## src/rtl/ssp_pkg.sv

```systemverilog
// SSP arbiter shared definitions: FSM encoding, defaults, ID width helper.
// Timeout feature is enabled by defining SSP_ARB_TIMEOUT_EN.
package ssp_pkg;

  typedef enum logic [1:0] {
    IDLE  = 2'd0,
    ISSUE = 2'd1,
    SHIFT = 2'd2,
    DONE  = 2'd3
  } state_t;

  localparam int DEF_NREQ        = 4;
  localparam int DEF_TIMEOUT_CYC = 32;

  function automatic int id_w(input int n);
    return (n > 1) ? $clog2(n) : 1;
  endfunction

endpackage

```

## src/rtl/ssp_rr_arbiter.sv

```systemverilog
// Combinational round-robin pick: first requester after last_id.
// Produces both the one-hot grant and its index.
module ssp_rr_arbiter
  import ssp_pkg::*;
#(
  parameter int NREQ = DEF_NREQ
) (
  input  logic [NREQ-1:0]         req,
  input  logic [id_w(NREQ)-1:0]   last_id,
  output logic [NREQ-1:0]         gnt_oh,
  output logic [id_w(NREQ)-1:0]   gnt_idx
);

  localparam int IW = id_w(NREQ);

  int          p;
  logic [IW-1:0] pi;
  logic        hit;

  // scan upward from last_id+1, wrapping, first hit wins
  always_comb begin
    gnt_oh  = '0;
    gnt_idx = '0;
    hit     = 1'b0;
    p       = 0;
    pi      = '0;
    for (int k = 1; k <= NREQ; k++) begin
      p  = (int'(last_id) + k) % NREQ;
      pi = IW'(p);
      if (!hit && req[pi]) begin
        hit         = 1'b1;
        gnt_oh[pi]  = 1'b1;
        gnt_idx     = pi;
      end
    end
  end

endmodule

```

## src/rtl/ssp_arbiter.sv

```systemverilog
// Shares one SSP transmit/receive engine among NREQ requesters.
// Define SSP_ARB_TIMEOUT_EN to abort transfers after TIMEOUT_CYC cycles.
module ssp_arbiter
  import ssp_pkg::*;
#(
  parameter int NREQ        = DEF_NREQ,
  parameter int TIMEOUT_CYC = DEF_TIMEOUT_CYC
) (
  input  logic                   PCLK,
  input  logic                   PRESETn,
  input  logic [NREQ-1:0]        req,
  input  logic [NREQ*8-1:0]      req_data,
  output logic [NREQ-1:0]        gnt,
  output logic [NREQ-1:0]        done,
  output logic [NREQ-1:0]        err,
  output logic                   busy,
  output logic                   tx_ready,
  output logic [7:0]             TxData,
  input  logic                   transmit_complete,
  input  logic                   rx_ready,
  input  logic [7:0]             RxData,
  output logic                   rx_valid,
  output logic [7:0]             rx_data,
  output logic [id_w(NREQ)-1:0]  rx_id
);

  localparam int IW = id_w(NREQ);

  state_t          state_q, state_d;
  logic [NREQ-1:0] gnt_q, gnt_d;
  logic [NREQ-1:0] done_q, done_d;
  logic [IW-1:0]   own_q, own_d;
  logic [IW-1:0]   last_q, last_d;
  logic [7:0]      hold_q, hold_d;
  logic [NREQ-1:0] sel_oh;
  logic [IW-1:0]   sel_idx;
  logic [7:0]      sel_byte;
  logic            sync1_q, sync2_q;
  logic            rxv_q;
  logic [7:0]      rxd_q;
  logic [IW-1:0]   rxid_q;

`ifdef SSP_ARB_TIMEOUT_EN
  localparam int TW = $clog2(TIMEOUT_CYC + 1);
  logic [TW-1:0]   tmr_q, tmr_d, tmr_inc;
  logic [NREQ-1:0] err_q, err_d;
  assign tmr_inc = tmr_q + 1'b1;
`endif

  ssp_rr_arbiter #(.NREQ(NREQ)) u_rr (
    .req     (req),
    .last_id (last_q),
    .gnt_oh  (sel_oh),
    .gnt_idx (sel_idx)
  );

  // byte of the requester picked by the round-robin
  always_comb begin
    sel_byte = '0;
    for (int i = 0; i < NREQ; i++)
      if (sel_oh[i]) sel_byte = req_data[i*8 +: 8];
  end

  // next-state and registered-output decode
  always_comb begin
    state_d = state_q;
    gnt_d   = gnt_q;
    done_d  = '0;
    own_d   = own_q;
    last_d  = last_q;
    hold_d  = hold_q;
`ifdef SSP_ARB_TIMEOUT_EN
    err_d   = '0;
    tmr_d   = tmr_q;
`endif
    unique case (state_q)
      IDLE: begin
        if (|req) begin
          hold_d  = sel_byte;
          gnt_d   = sel_oh;
          own_d   = sel_idx;
          state_d = ISSUE;
`ifdef SSP_ARB_TIMEOUT_EN
          tmr_d   = '0;
`endif
        end
      end
      ISSUE: begin
        if (!transmit_complete) state_d = SHIFT;
      end
      SHIFT: begin
        if (transmit_complete) begin
          state_d = DONE;
          gnt_d   = '0;
          done_d  = gnt_q;
          last_d  = own_q;
        end
      end
      DONE: state_d = IDLE;
      default: state_d = IDLE;
    endcase
`ifdef SSP_ARB_TIMEOUT_EN
    if (state_q == ISSUE || state_q == SHIFT) begin
      tmr_d = tmr_inc;
      if (tmr_inc == TW'(TIMEOUT_CYC)) begin
        state_d = IDLE;
        gnt_d   = '0;
        done_d  = '0;
        err_d   = gnt_q;
        last_d  = own_q;
      end
    end
`endif
  end

  // FSM and transfer bookkeeping registers
  always_ff @(posedge PCLK or negedge PRESETn) begin
    if (!PRESETn) begin
      state_q <= IDLE;
      gnt_q   <= '0;
      done_q  <= '0;
      own_q   <= '0;
      last_q  <= IW'(NREQ - 1);
      hold_q  <= '0;
`ifdef SSP_ARB_TIMEOUT_EN
      err_q   <= '0;
      tmr_q   <= '0;
`endif
    end else begin
      state_q <= state_d;
      gnt_q   <= gnt_d;
      done_q  <= done_d;
      own_q   <= own_d;
      last_q  <= last_d;
      hold_q  <= hold_d;
`ifdef SSP_ARB_TIMEOUT_EN
      err_q   <= err_d;
      tmr_q   <= tmr_d;
`endif
    end
  end

  // rx_ready synchroniser; rising edge of the second flop captures a byte
  always_ff @(posedge PCLK or negedge PRESETn) begin
    if (!PRESETn) begin
      sync1_q <= 1'b0;
      sync2_q <= 1'b0;
      rxv_q   <= 1'b0;
      rxd_q   <= '0;
      rxid_q  <= '0;
    end else begin
      sync1_q <= rx_ready;
      sync2_q <= sync1_q;
      rxv_q   <= sync1_q & ~sync2_q;
      if (sync1_q && !sync2_q) begin
        rxd_q  <= RxData;
        rxid_q <= last_q;
      end
    end
  end

  assign gnt      = gnt_q;
  assign done     = done_q;
  assign busy     = (state_q != IDLE);
  assign tx_ready = (state_q == ISSUE);
  assign TxData   = hold_q;
  assign rx_valid = rxv_q;
  assign rx_data  = rxd_q;
  assign rx_id    = rxid_q;

`ifdef SSP_ARB_TIMEOUT_EN
  assign err = err_q;
`else
  assign err = '0;
`endif

endmodule

```

## config.mk

```make
export PLATFORM = sky130hd
export DESIGN_NAME = ssp_arbiter
export DESIGN_NICKNAME = d
export VERILOG_FILES = /design/src/rtl/ssp_pkg.sv /design/src/rtl/ssp_rr_arbiter.sv /design/src/rtl/ssp_arbiter.sv
export SDC_FILE = /design/constraint.sdc
export NUM_CORES = 1
export LEC_CHECK = 0
export CAP_MARGIN = 0
export CORE_UTILIZATION = 32
export CTS_CLUSTER_DIAMETER = 200
export DETAILED_ROUTE_END_ITERATION = 8
export DONT_BUFFER_PORTS = 1
export GPL_ROUTABILITY_DRIVEN = 0
export SYNTH_ARGS = -nofsm -noshare
export SYNTH_HDL_FRONTEND = slang
export SYNTH_SLANG_ARGS = --single-unit
```

## constraint.sdc

```tcl
create_clock -name PCLK -period 2.9 [get_ports PCLK]
set_clock_uncertainty 0.1 [all_clocks]
set_input_delay 0.29 -clock PCLK [delete_from_list [all_inputs] [get_ports PCLK]]
set_output_delay 0.29 -clock PCLK [all_outputs]
set_load 0.01 [all_outputs]
```

---- Word-level counts from Yosys, hierarchy flattened ----
Cells that the tools add are included.
operators by class
  $add $sub $neg .......................... 4
  magnitude comparators ................... 8
  equality and inequality tests ........... 6
  mux-type cells .......................... 40
  bitwise gates (word level) .............. 5
  reduce and logical (&&, ||, !) cells .... 20
operators with widths
  cell                                                                                  number
  4-bit 2-to-1 mux                                                                      8
  8-bit 2-to-1 mux                                                                      4
  2-bit 2-to-1 mux                                                                      7
  2-bit by 3-bit < comparator with 1-bit output (second input constant)                 4
  4-bit OR                                                                              3
  1-bit 2-to-1 mux                                                                      11
  1-bit binary-select mux with 2-bit select                                             4
  1-bit demux with 2-bit select                                                         4
  2-bit by 1-bit greater-or-equal comparator with 1-bit output (second input constant)  4
  1-bit logical AND                                                                     8
  2-bit one-hot mux with 4 select lines                                                 1
  4-bit one-hot mux with 2 select lines                                                 1
  2-bit inequality test (second input constant)                                         3
  3-bit AND reduction                                                                   2
  2-bit by 1-bit adder with 2-bit output (second input constant)                        2
  2-bit adder (second input constant)                                                   2
  2-bit == test (second input constant)                                                 2
  1-bit zero test                                                                       4
  2-bit AND reduction                                                                   2
  2-bit nonzero test                                                                    2
  4-bit OR reduction                                                                    1
  2-bit by 1-bit == test with 1-bit output (second input constant)                      1
  2-bit zero test                                                                       1
  1-bit AND                                                                             1
  1-bit NOT                                                                             1
storage, ports and cells
  flip-flop bits (word level) ............. 35
  word-level logic and storage cells ...... 94

---- Logic depth before layout (Yosys ltp) ----
  depth in word-level cells ............... 17
  gate-level depth with buffers ........... 12
  gate-level depth less buffers ........... 8

---- Modules after synthesis ----
From an unflattened synthesis, not the netlist that was laid out.
unflattened totals
  cells, all modules ...................... 194
  area total of the unflattened synthesis .. 2117.0 µm²
by module, submodules not included
  module          times used  cells each  area each (µm²)
  ssp_arbiter     1           135         1626.6
  ssp_rr_arbiter  1           59          490.5

---- Least setup slack after synthesis ----
No wires, ideal clock.
  kind .................................... register to register
  start ................................... register last_q[1]
  end ..................................... register hold_q[0] (netlist: TxData[0])
  library setup time ...................... 94 ps
  arrival ................................. 2757 ps
  data required time ...................... 2706 ps
  path slack .............................. -51 ps
  cell stages (with the launch flop) ...... 10
  cell sequence ........................... dfstp_2 clkbuf_1 inv_1 ha_1 clkbuf_1 mux4_2 a21oi_1 nand3_1 o2bb2ai_1 a211oi_1
between the ends
  cells in the longest elaborated chain, start to end .. 17
  elaborated cells on any way between the ends .. 52
  those cells by class .................... add/sub: 4; order compare: 8; mux: 27; bitwise: 3; reduce/logical: 10
RTL lines
  item                                                                                                    line                  source
  from (decl)                                                                                             ssp_arbiter.sv:33     logic [IW-1:0] last_q, last_d;
  from (signal assigned)                                                                                  ssp_arbiter.sv:123    last_q <= IW'(NREQ - 1);
  from (signal assigned)                                                                                  ssp_arbiter.sv:134    last_q <= last_d;
  parallel branches: the longest is 12 deep, another holds 2-bit by 3-bit < comparator with 1-bit output  n/a
  4-bit 2-to-1 mux *                                                                                      ssp_rr_arbiter.sv:30  if (!hit && req[pi]) begin
  8-bit 2-to-1 mux (3 in a row)                                                                           ssp_arbiter.sv:61     if (sel_oh[i]) sel_byte = req_data[i*8 +: 8];
  8-bit 2-to-1 mux *                                                                                      ssp_arbiter.sv:61
  to (signal assigned)                                                                                    ssp_arbiter.sv:135    hold_q <= hold_d;
  to (decl)                                                                                               ssp_arbiter.sv:34     logic [7:0] hold_q, hold_d;
Mark *: on every way between the ends. The select of a mux whose other input is x is not followed.
A chain may end at the register's enable or synchronous reset.

---- Worst setup path in the final report ----
  start ................................... register last_q[1]
  end ..................................... register hold_q[7] (netlist: TxData[7])
The elaborated chain is that of the path after synthesis.

==> reports/metrics.csv <==
stage,metric,value,unit
layout,Sequential cell area,878,sq um
sta,Final Max Tran Viols,0,
power,Static Leak,0.965,nW
die,Rows,30,
sta,Slew HR,41.9,%
critical_path,Worst R2R Setup Slack,0.19,ns
cts,TritonCTS clock tree,built,
status,status,completed,
critical_path,"slowest stage delay, CP",0.53,ns
cts,clock sink total,35,
global_route,initial antenna violation count,0,
worst_hold_path,Worst Hold Path EP,TxData[0]$_DFFE_PN0P_,
route,"antenna viol nets, final",0,
global_route,gr usage total,14.8,%
die,Starting Density,33.1,%
layout,"most common cell after layout, fill and taps aside",dfrtp_1,
die,Core Area,6790,sq um
synthesis,synth unique cells,51,
cts,clock slew at reported path FFs,0.08,ns
power,maximum VDD drop,0.370,mV
cts,H-tree levels,2,
sta,setup tns final,0,ns
global_route,largest net degree at the start of global routing,36,
synthesis,ys async rst share,100,%
route,post-detailed-routing wire length,5370,um
critical_path,R2R Path End,TxData[7]$_DFFE_PN0P_,
critical_path,Critical Path RT,2.99,ns
synthesis,synthesized flop and latch total,35,
layout,number of diodes,0,
worst_hold_path,worst min-delay path category,in -> reg,
critical_path,slowest library cell on the worst path,dfstp_2,
layout,P&R area growth vs syn,9.42,%
synthesis,Syn. warnings,0,
route,Starting DRT DRC Count,84,
cts,root buffer cell,clkbuf_8,
sta,final worst-path cycle share,93.5,%
synthesis,sequential-to-total area share from yosys stat,39.1,%
sta,Final Hold Fails,0,
placement,placed insts,314,
die,Die Height,85.8,um
critical_path,CP Max Fanout,9,
route,via count,1779,
job,Max Cap Violations,0,
cts,Bufs on Longest Clock Path,2,
placement,# port buffers,0,
critical_path,worst-path cell chain,inv_1 -> ha_1 -> mux4_2 -> or3_1 -> o2111ai_2 -> nand3_1 -> a211oi_1,
die,Die Wd,85.8,um
layout,Final Non-Filler Cells,326,
cts,worst skew pair latency,0.29,ns
critical_path,critical path class,reg -> reg,
synthesis,Synth Flop Type,dfrtp_1,
sta,Max Clock Freq,0.369,GHz
layout,Nets,289,
route,Pre-Repair DR Iteration Count,4,
synthesis,Mapped Area,2250,sq um
critical_path,reg2reg start,last_q[1]$_DFFE_PN1P_,
sta,RSZ-0062 raised after global routing,no,
die,Die ar.,7360,sq um
critical_path,crit end category,flip-flop,
layout,area of the multi-input gates,1250,sq um
critical_path,CP Launch Type,flip-flop,
route,Via density,5.46,
power,Power per Cell Area,1070,nW/um^2
global_route,number of global-route vias before repair,1781,
layout,layout cells sized above 1,18.7,%
synthesis,Post-synth EDFFs,0,
route,WL per Instance,16.5,um
placement,dpl hpwl,3940,um
worst_hold_path,HP Start,req_data[0],
critical_path,CP arrival,2.80,ns
route,DR DRC count,0,
cts,CTS buffer count,5,
global_route,gr ovfl total,0,
sta,Final Setup Violations,0,
sta,Least-Margin Pin Slew,0.869,ns
die,Ports,81,
synthesis,Avg Inst Size Synth,9.89,sq um
global_route,first-pass GRT wire length,8580,um
synthesis,Synth Instances,227,
layout,filler instances,698,
layout,"commonest cells after routing, fill and taps aside","dfrtp_1 (33), a211oi_1 (16), nor2_1 (15), nand2_1 (14)",
sta,"Min Clock Period, post-route",2.71,ns
worst_hold_path,Hold Path Depth,2,
critical_path,worst r2r path cells,7,
## report_power, final
group / switching, mW / internal (mW) / total, mW
sequential: 0.161 / 0.656 / 0.818
combinational: 0.899 / 0.567 / 1.47
clock: 0.182 / 0.164 / 0.347
total: 1.24 / 1.39 / 2.63
## sequential cells by signal (all words and copies together), names as in the netlist
name      cells
TxData        8
rx_data       8
done          4
gnt           4
last_q        2
own_q         2
rx_id         2
state_q       2
rx_valid      1
sync1_q       1
sync2_q       1
## metal layers
| layer | up-vias | part of all wire, % | global-route usage (%) | wire length (um) |
|---|---|---|---|---|
| met5 | - | 0 | 0 | 0 |
| met3 | 5 | 9.6 | 5.39 | 514 |
| met4 | 0 | 0.69 | 4.85 | 37 |
| met2 | 77 | 47 | 25.1 | 2530 |
| met1 | 848 | 43 | 17.3 | 2290 |
| li1 | 849 | - | - | - |
## repair_timing
item	CTS	global route
endpoints found under the hold margin	36	0
hold buffers	3	0
endpoints found under the setup margin	0	9
setup buffers	0	1
resized for setup	0	3
## logic make-up (layout without fill, tap and decap cells)
logic type | count (synthesis) | count (layout) | share of synthesized area [%]
and+or+nand+nor | 76 | 76 | 17.7
AOI/OAI and AO/OA | 62 | 62 | 22.3
DFF | 35 | 35 | 39.1
buffers and inverters | 27 | 27 | 6.02
muxes | 14 | 14 | 8.02
adders and majority gates | 12 | 12 | 6.69
other | 1 | 4 | 0.167
## cell usage after synthesis, types with 3 or more instances
| library cell | count | area share, % |
|---|---|---|
| nor3_1 | 8 | 1.8 |
| o21ai_0 | 11 | 2.5 |
| or3_1 | 3 | 0.84 |
| nand4_1 | 4 | 1.1 |
| nor2b_1 | 4 | 1.1 |
| nand3_1 | 12 | 2.7 |
| a21oi_1 | 4 | 0.89 |
| mux2_2 | 12 | 6.0 |
| nor2_1 | 15 | 2.5 |
| and3_1 | 5 | 1.4 |
| inv_1 | 10 | 1.7 |
| dfrtp_1 | 33 | 37 |
| clkbuf_1 | 3 | 0.50 |
| a211oi_1 | 16 | 5.3 |
| nand2_1 | 14 | 2.3 |
| buf_2 | 6 | 1.3 |
| a22oi_1 | 3 | 1.0 |
| buf_4 | 5 | 1.7 |
| o2bb2ai_1 | 8 | 3.1 |
| ha_1 | 12 | 6.7 |
## how the worst max path moves through the flow
stage,cells past startpoint,end,start
6_report,7,TxData[7]$_DFFE_PN0P_,last_q[1]$_DFFE_PN1P_
5_1_grt,8,TxData[0]$_DFFE_PN0P_,last_q[1]$_DFFE_PN1P_
4_1_cts,7,TxData[7]$_DFFE_PN0P_,last_q[1]$_DFFE_PN1P_
3_5_place_dp,7,TxData[7]$_DFFE_PN0P_,last_q[0]$_DFFE_PN1P_
3_3_place_gp,7,TxData[2]$_DFFE_PN0P_,last_q[1]$_DFFE_PN1P_
2_1_floorplan,10,TxData[0]$_DFFE_PN0P_,last_q[0]$_DFFE_PN1P_
## layout make-up
cell class,count,share of cell area (%)
clock buffer,5,2.80
clock inverter,3,0.611
inverter,10,1.53
multi-input combinational,168,51.0
sequential,35,35.7
tap,96,4.89
timing repair buffer,9,3.46
## critical path: cells and delay by family, from the launching register on
family	cells	cell delay (ns)
simple gates	2	0.53
flops	1	0.53
buf+inv	1	0.12
mux	1	0.42
compound gates	2	0.47
fa+ha+maj	1	0.44
## per-stage QoR
stage / setup slack, ns / hold slack [ns] / cell area [sq um] / power [mW] / util, %
final: 0.188 / 0.0430 / 2460 / 2.63 / 36.2
after global routing: 0.0112 / 0.0400 / 2460 / 2.87 / 36.2
after CTS: 0.113 / 0.0336 / 2440 / 2.62 / 35.9
after detailed placement: 0.126 / -0.105 / 2320 / 2.25 / 34.1
after global placement: 0.179 / -0.105 / 2320 / 2.23 / 34.1
after floorplan: 0.0216 / -0.106 / 2260 / 1.94 / -
Note: power is estimated with default switching activity, not from simulation.
